`config.mk`:
```
export PLATFORM = sky130hd
export DESIGN_NAME = digit_scan_mux
export DESIGN_NICKNAME = d
export VERILOG_FILES = /design/src/rtl/digit_scan_mux.sv
export SDC_FILE = /design/constraint.sdc
export NUM_CORES = 1
export LEC_CHECK = 0
export ABC_AREA = 1
export CAP_MARGIN = 20
export CORE_MARGIN = 5
export CORE_UTILIZATION = 51
export CTS_CLUSTER_DIAMETER = 120
export CTS_CLUSTER_SIZE = 14
export DETAILED_ROUTE_END_ITERATION = 7
export PLACE_DENSITY = 0.7
export SYNTH_ARGS = -nofsm -noshare
export SYNTH_HDL_FRONTEND = slang
export SYNTH_SLANG_ARGS = --single-unit
```
`constraint.sdc`:
```
create_clock -name clk_i -period 3.2 [get_ports clk_i]
set_clock_uncertainty 0.05 [all_clocks]
set_input_delay 0.64 -clock clk_i [delete_from_list [all_inputs] [get_ports clk_i]]
set_output_delay 0.64 -clock clk_i [all_outputs]
set_load 0.05 [all_outputs]
```
`src/rtl/digit_scan_mux.sv`:
```
// Scanner for an N-digit common-anode 7-segment display.
// It double-buffers the frame, blanks all anodes at the start of each slot and can suppress leading zeros.

module digit_scan_lane #(
    parameter int unsigned LANE  = 0,
    parameter int unsigned IDX_W = 3
) (
    input  logic [IDX_W-1:0] idx_i,
    input  logic             blank_i,
    input  logic             lz_en_i,
    input  logic             run_zero_i,
    input  logic [3:0]       code_i,
    output logic             an_n_o,
    output logic [3:0]       code_o
);

    assign an_n_o = blank_i | (idx_i != IDX_W'(LANE));
    assign code_o = (lz_en_i & run_zero_i) ? 4'hF : code_i;

endmodule

module digit_scan_mux #(
    parameter int unsigned NUM_DIGITS  = 8,
    parameter int unsigned REFRESH_DIV = 100000,
    parameter int unsigned BLANK_CYC   = 16
) (
    input  logic                    clk_i,
    input  logic                    rst_ni,
    input  logic [4*NUM_DIGITS-1:0] digits_in_i,
    input  logic                    load_i,
    input  logic                    lz_en_i,
    output logic [3:0]              bcd_out_o,
    output logic [NUM_DIGITS-1:0]   an_o,
    output logic                    frame_done_o,
    output logic                    updated_o
);

    localparam int unsigned IDX_W = $clog2(NUM_DIGITS);
    localparam int unsigned DIV_W = $clog2(REFRESH_DIV);

    localparam logic [DIV_W-1:0] DIV_LAST = DIV_W'(REFRESH_DIV - 1);
    localparam logic [DIV_W-1:0] BLANK_V  = DIV_W'(BLANK_CYC);
    localparam logic [IDX_W-1:0] IDX_LAST = IDX_W'(NUM_DIGITS - 1);

    typedef logic [NUM_DIGITS-1:0][3:0] frame_t;

    typedef struct packed {
        logic [NUM_DIGITS-1:0] an;
        logic [3:0]            bcd;
        logic                  frame_done;
        logic                  updated;
    } scan_out_t;

    localparam scan_out_t OUT_RST = '{an: '1, bcd: 4'hF, frame_done: 1'b0, updated: 1'b0};

    logic [DIV_W-1:0] div_cnt_q, div_cnt_d;
    logic [IDX_W-1:0] idx_q, idx_d;
    frame_t           pend_q, pend_d;
    frame_t           disp_q, disp_d;
    logic             pend_vld_q, pend_vld_d;
    scan_out_t        out_q, out_d;

    frame_t                din_w;
    frame_t                eff_code;
    logic [NUM_DIGITS-1:0] an_n;
    logic [NUM_DIGITS:1]   zrun;
    logic                  tick, boundary, blank;

    assign din_w    = digits_in_i;
    assign tick     = (div_cnt_q == DIV_LAST);
    assign boundary = tick & (idx_q == IDX_LAST);
    assign blank    = (div_cnt_q < BLANK_V);

    always_comb begin
        div_cnt_d = tick ? '0 : div_cnt_q + DIV_W'(1);
        idx_d     = idx_q;
        if (tick) begin
            idx_d = (idx_q == IDX_LAST) ? '0 : idx_q + IDX_W'(1);
        end
    end

    // Transfer uses the pending frame as it was before this cycle's load,
    // so a load on the boundary lands in pending for the following frame.
    always_comb begin
        pend_d     = pend_q;
        pend_vld_d = pend_vld_q;
        disp_d     = disp_q;
        if (boundary && pend_vld_q) begin
            disp_d     = pend_q;
            pend_vld_d = 1'b0;
        end
        if (load_i) begin
            pend_d     = din_w;
            pend_vld_d = 1'b1;
        end
    end

    // zrun[k]: display digits NUM_DIGITS-1..k are all zero.
    assign zrun[NUM_DIGITS] = 1'b1;

    for (genvar k = 0; k < NUM_DIGITS; k++) begin : g_lane
        logic run_zero;
        if (k == 0) begin : g_lsd
            assign run_zero = 1'b0;
        end else begin : g_upper
            assign zrun[k]  = zrun[k+1] & (disp_q[k] == 4'h0);
            assign run_zero = zrun[k];
        end

        digit_scan_lane #(
            .LANE  (k),
            .IDX_W (IDX_W)
        ) u_lane (
            .idx_i      (idx_q),
            .blank_i    (blank),
            .lz_en_i    (lz_en_i),
            .run_zero_i (run_zero),
            .code_i     (disp_q[k]),
            .an_n_o     (an_n[k]),
            .code_o     (eff_code[k])
        );
    end

    always_comb begin
        out_d            = OUT_RST;
        out_d.an         = an_n;
        out_d.bcd        = eff_code[idx_q];
        out_d.frame_done = boundary;
        out_d.updated    = boundary & pend_vld_q;
    end

    always_ff @(posedge clk_i or negedge rst_ni) begin
        if (!rst_ni) begin
            div_cnt_q  <= '0;
            idx_q      <= '0;
            pend_q     <= '0;
            pend_vld_q <= 1'b0;
            disp_q     <= '1;
            out_q      <= OUT_RST;
        end else begin
            div_cnt_q  <= div_cnt_d;
            idx_q      <= idx_d;
            pend_q     <= pend_d;
            pend_vld_q <= pend_vld_d;
            disp_q     <= disp_d;
            out_q      <= out_d;
        end
    end

    assign an_o         = out_q.an;
    assign bcd_out_o    = out_q.bcd;
    assign frame_done_o = out_q.frame_done;
    assign updated_o    = out_q.updated;

endmodule

```
==> metrics <==
Tcrit/Tclk final=between 70% and 80%; Detailed Route Iter0 Violations=approximately 240; Yosys reg bits=99; synthesized-area fraction occupied by adder cells=~1.9%; Worst path max stage delay=0.79 ns; Slew @ Worst Pin=around 0.68 ns; utilization after layout=between 50% and 60%; max-cap violations=0; Max Clock Freq=around 0.42 GHz; pwr dens=approximately 420 nW/um^2; Wirelength per Cell=between 10 and 15 um; RePlAce Congestion=slightly above 0.9; Buffers on Ports=49; DR pass1 iterations=5; post-synthesis compound-gate area fraction=just over 7%; H-tree levels=3; Die W=106 um; # rows=35; Post-CTS Setup Inserts=0; synth warn=0; CP Data Arrival Time=1.69 ns; share of cells above drive strength 1=a little under an eighth; hpwl dp=between 6000 and 7000 um; Placeable Area=a little over 9000 um^2; number of diodes=0; fraction of registers with async set/reset=100%; drt drc=0; RSZ-0062 raised after global routing=false; routed wire length=around 9100 um; Min-Delay Path Class=in2async; mean number of vias per cell=slightly below 5; syn nets=slightly above 600; Placed Cells=between 700 and 800; Place WS=~0.85 ns; die area=around 11000 um^2; syn_area_per_cell=around 8.1 um^2; CTS clk-pin slew, worst paths=about 0.090 ns; Hold Buf Count CTS=0; Overflow after GRT=0; Via Count=~3700; CP delay by family, top=buffers and inverters; worst skew pair latency=~0.36 ns; Die H=106 um; worst setup margin=between 0.8 and 0.9 ns; Critical-path top delay cell=clkdlybuf4s50_1; antenna violations before repair=0; CTS Root Cell=clkbuf_8; final antenna-violating net count=0; Slew Viols, Final=0; critical path cell sequence=clkdlybuf4s50_1; non-filler instance count after layout=736; area delta synth->final=16.3%; main combinational cell family by area after synthesis=simple AND/OR/NAND/NOR gates; Worst Path Buf+Inv=1; xor-xnor portion of the synthesized cell area=0.748%; vias in the first global route=about 3600; Initial Utilization=approximately 51%; crit path max fanout=1; most common cell after layout, fill and taps aside=nand2_1; IO Pins=50; ys flop type=dfrtp_1; post-route minimum period=about 2.4 ns; mux cell area share after synthesis=0%; DP Area=5240 um^2; Post-Synth Simple-Gate Area=a little over a quarter; Mapped Cells=between 500 and 600; slew margin rel.=between 50 and 60%; Leak Pwr=between 2 and 3 nW; pin count of the biggest net entering global routing=between 60 and 70; cell area after layout=around 5500 um^2; most frequent cells in the layout=191 x nand2_1, 89 x inv_1, 55 x dfrtp_1; crit end category=output pin; clock sink count=between 90 and 100; sequential area share after synthesis=a little over half; EDFF count, synth=0; first-pass GRT wire length=between 15000 and 20000 um; clk buf depth=2; Startpoint Class=flip-flop; CTS Buf Count=9; setup TNS=0 ns; gr usage total=roughly 18%; post-cts sizing count=0; final net count=between 600 and 700; status=completed; Setup CP Type=reg2out; Setup Viol. Count Final=0; Netlist cell types=24; WP data required=about 2.5 ns; number of hold violations in the final report=0; CTS tree=yes; Worst IR Drop VDD=just under 0.3 mV; Mapped Area=~4700 um^2
-- through the flow --
| stage | total power, mW | hold WS (ns) |
|---|---|---|
| after floorplan | 1.38 | 0.294 |
| after global placement | 1.46 | 0.392 |
| after detailed placement | 1.46 | 0.404 |
| after CTS | 2.34 | 0.226 |
| after global routing | 2.40 | 0.258 |
| final | 2.31 | 0.220 |
-- where the power goes --
part	total [mW]	leakage [nW]	internal, mW	switching [mW]
logic	0.127	1.70	0.0603	0.0665
registers	1.31	1.15	1.29	0.0223
clock network	0.871	0.103	0.442	0.428
total	2.31	2.95	1.79	0.517
-- synth_stat cells (3+ instances only) --
library cell / number / area (um^2)
a21oi_1: 17 / 85.1
buf_6: 6 / 67.6
clkbuf_1: 12 / 45.0
dfrtp_1: 55 / 1380
dfstp_2: 44 / 1160
ha_1: 7 / 87.6
inv_1: 89 / 334
nand2_1: 191 / 717
nand2_2: 4 / 25.0
nand3_1: 30 / 150
nand4_1: 6 / 37.5
nor2_1: 41 / 154
nor3_1: 9 / 45.0
nor4_1: 3 / 18.8
o21ai_0: 17 / 85.1
o21ai_1: 30 / 150
xor2_1: 4 / 35.0
-- worst paths after layout --
check	startpoint	end	slack (ns)	cells past startpoint
worst max-delay path	bcd_out_o[3]$_DFF_PN1_	bcd_out_o[3]	0.82	1
max in group asynchronous	rst_ni	disp_q[28]$_DFFE_PN1P_	2.15	2
worst min-delay path	rst_ni	div_cnt_q[8]$_DFF_PN0_	0.22	1
min in group clk_i	div_cnt_q[0]$_DFF_PN0_	div_cnt_q[0]$_DFF_PN0_	0.42	1
worst min register to register	div_cnt_q[0]$_DFF_PN0_	div_cnt_q[0]$_DFF_PN0_	0.42	1
worst max register to register	div_cnt_q[0]$_DFF_PN0_	disp_q[26]$_DFFE_PN1P_	0.83	10
-- registers in the layout, indices dropped and copies added (netlist names) --
signal and count:
bcd_out_o 4, pend_vld_q 1, idx_q 3, div_cnt_q 17, an_o 8, frame_done_o 1
disp_q 32, pend_q 32, updated_o 1
-- logic make-up after synthesis --
group | Yosys count
adder cells (fa/ha/maj) | 7
AND/OR/NAND/NOR | 289
flip-flops | 99
XOR/XNOR | 4
AO/OA/AOI/OAI | 66
buffers and inverters | 110
-- worst reg2reg max path, delay by kind of cell (launching register included) --
| family | cells | cell delay [ns] |
|---|---|---|
| DFF | 1 | 0.38 |
| adders and majority gates | 1 | 0.20 |
| AOI/OAI and AO/OA | 1 | 0.39 |
| and+or+nand+nor | 6 | 1.11 |
| buffers and inverters | 2 | 0.18 |
-- metal layers --
| metal | global-route usage (%) | share of wire (%) | vias to the layer above |
|---|---|---|---|
| met2 | 28.1 | 47 | 75 |
| met5 | 0 | 0 | - |
| met4 | 6.57 | 1.8 | 0 |
| met1 | 24.1 | 48 | 1698 |
| met3 | 3.55 | 3.7 | 17 |
| li1 | - | - | 1860 |
-- area by class of cell --
class | instances | area, um^2
fill | 848 | 3660
multi-input combinational | 366 | 1690
inverter | 92 | 350
sequential | 99 | 2530
tap | 111 | 139
clock buffer | 10 | 128
clock inverter | 6 | 88.8
timing repair buffer | 52 | 523
Note: power is estimated with default switching activity, not from simulation.
==> patch: new RTL, same settings <==
Change the parameter `NUM_DIGITS` from 8 to 16.
--- a/src/rtl/digit_scan_mux.sv
+++ b/src/rtl/digit_scan_mux.sv
@@ -21,5 +21,5 @@
 
 module digit_scan_mux #(
-    parameter int unsigned NUM_DIGITS  = 8,
+    parameter int unsigned NUM_DIGITS  = 16,
     parameter int unsigned REFRESH_DIV = 100000,
     parameter int unsigned BLANK_CYC   = 16
Ports: changed (resized an_o and digits_in_i); port bits go from 50 to 90. No check against the original RTL was run, so the function may have changed too.
==> patch against the original RTL <==
- global-route usage rose by 1.1 points
- wire length rose by 77%
- critical path type is now in2reg
- hold slack worse by 0.039 ns
- combinational power grew 110%
- sequential cell count up 73
- register-to-register slack gained 0.03 ns
- synthesized area up 66%
- worst setup slack got worse by 0.13 ns
- non-clock buffer count rose by 46
- cell area is 73% higher
- maximum frequency decreased by 5.2%
- total power is 100% higher
- synthesized cell count rose by 50%
==> patch: results (changes against the original RTL) <==
\begin{tabular}{lr}
\hline
Metric & Value \\
\hline
\multicolumn{2}{l}{\textbf{Logic synthesis}} \\
Sequential-to-total area share from yosys stat & 0.568 (+0.0277) \\
Mapped Nets & 938 (+52\%) \\
\multicolumn{2}{l}{\textbf{Power and ir drop}} \\
Share of power burned in the clock network & 0.458 (+0.081) \\
Power dissipated by switching net loads & 1.06 mW (+110\%) \\
Pwr/cell area & 497 nW/um\^{}2 (+17\%) \\
Power consumed by sequential cells & 2.28 mW (+74\%) \\
\multicolumn{2}{l}{\textbf{Run status}} \\
Result of the run & completed \\
\multicolumn{2}{l}{\textbf{Placement}} \\
IO Port Bufs & 89 (+82\%) \\
Sum of net half-perimeters after detailed placement & 11300 um (+69\%) \\
Placer Congestion & 0.872 (-3.8\%) \\
\multicolumn{2}{l}{\textbf{Finish}} \\
Sequential cell area share & 0.466 (+0.00178) \\
Signal inverters & 112 (+22\%) \\
Multi-input gate share of the layout cell area & 0.294 (-0.0160) \\
Largest registers & disp\_q: 64 flops, pend\_q: 64 flops, div\_cnt\_q: 17 flops \\
Number of fillers in the final layout & 1329 (+57\%) \\
Non-filler instance count after layout & 1146 (+56\%) \\
Multi-input combinational gate total & 544 (+49\%) \\
Fraction of layout instances using a drive strength above 1 & 0.193 (+0.0731) \\
Count of nets after finishing & 1018 (+54\%) \\
Area share of buffers outside the clock network & 0.104 (+0.00794) \\
Count of plain and timing-repair buffers & 98 (+88\%) \\
\multicolumn{2}{l}{\textbf{Worst setup path}} \\
Crit-path max cell delay & 0.51 ns (-0.28 ns) \\
Crit path max fanout & 7 (+6) \\
Kind of cell adding the most delay to the critical path & simple AND/OR/NAND/NOR gates \\
\multicolumn{2}{l}{\textbf{Global route}} \\
All-Layer GR Usage & 0.188 (+0.0114) \\
Largest net degree at the start of global routing & 101 (+55\%) \\
Number of global-route vias before repair & 5582 (+53\%) \\
\multicolumn{2}{l}{\textbf{STA}} \\
F\_max & 0.399 GHz (-5.2\%) \\
Slew @ Worst Pin & 0.870 ns (+0.185 ns) \\
\multicolumn{2}{l}{\textbf{CTS}} \\
Later-pin clock latency in the skew report & 0.43 ns (+0.07 ns) \\
H-tree level count & 4 (+1) \\
Clock-pin slew on the worst setup and hold paths & 0.07 ns (-0.02 ns) \\
\multicolumn{2}{l}{\textbf{Drt}} \\
Routed wirelength normalized by instance count & 14.0 um (+13\%) \\
Detailed-route vias per instance & 5.03 (+1.4\%) \\
Iteration-0 DRC count of the detailed router & 393 (+67\%) \\
\hline
\end{tabular}
## patch: changes by cell type after synthesis, sizes merged, moves of 18 or more
cell / delta
o21ai: +83
nor2: +35
nand3: -18
clkbuf: +20
dfstp: +40
dfrtp: +33
inv: +21
## patch: per-layer routing
metal,share of wire,up-vias,GRT usage
met1,0.44,2690,0.238
met4,0.014,0,0.0491
met5,0,-,0
li1,-,2953,-
met3,0.038,23,0.0468
met2,0.51,98,0.325
## patch: final timing paths
path / slack (ns) / end / from / depth (start not counted)
max: 0.69 / bcd_out_o[1]$_DFF_PN1_ / lz_en_i / 15
min: 0.18 / div_cnt_q[4]$_DFF_PN0_ / rst_ni / 1
max reg2reg: 0.86 / div_cnt_q[16]$_DFF_PN0_ / div_cnt_q[0]$_DFF_PN0_ / 16
min reg2reg: 0.41 / div_cnt_q[0]$_DFF_PN0_ / div_cnt_q[0]$_DFF_PN0_ / 1
max in group asynchronous: 2.15 / disp_q[22]$_DFFE_PN1P_ / rst_ni / 2
min in group clk_i: 0.41 / div_cnt_q[0]$_DFF_PN0_ / div_cnt_q[0]$_DFF_PN0_ / 1
## patch: cell families (layout without fill, tap and decap cells)
group / count (synthesis) / count (layout) / synth area share
multiplexers: 14 / 14 / 0.0203
buffers and inverters: 149 / 242 / 0.0742
adder cells (fa/ha/maj): 5 / 5 / 0.00806
AND/OR/NAND/NOR: 334 / 334 / 0.199
XOR/XNOR: 2 / 2 / 0.00226
AO/OA/AOI/OAI: 189 / 189 / 0.128
flip-flops: 172 / 172 / 0.568
## patch: stage by stage
stage	instance area (sq um)	hold slack [ns]	worst slack, ns
4_1_cts	9460	0.201	0.683
2_1_floorplan	7760	0.294	1.03
3_5_place_dp	8830	0.404	0.245
3_3_place_gp	8830	0.401	0.295
6_report	9460	0.181	0.694
5_1_grt	9460	0.223	0.472
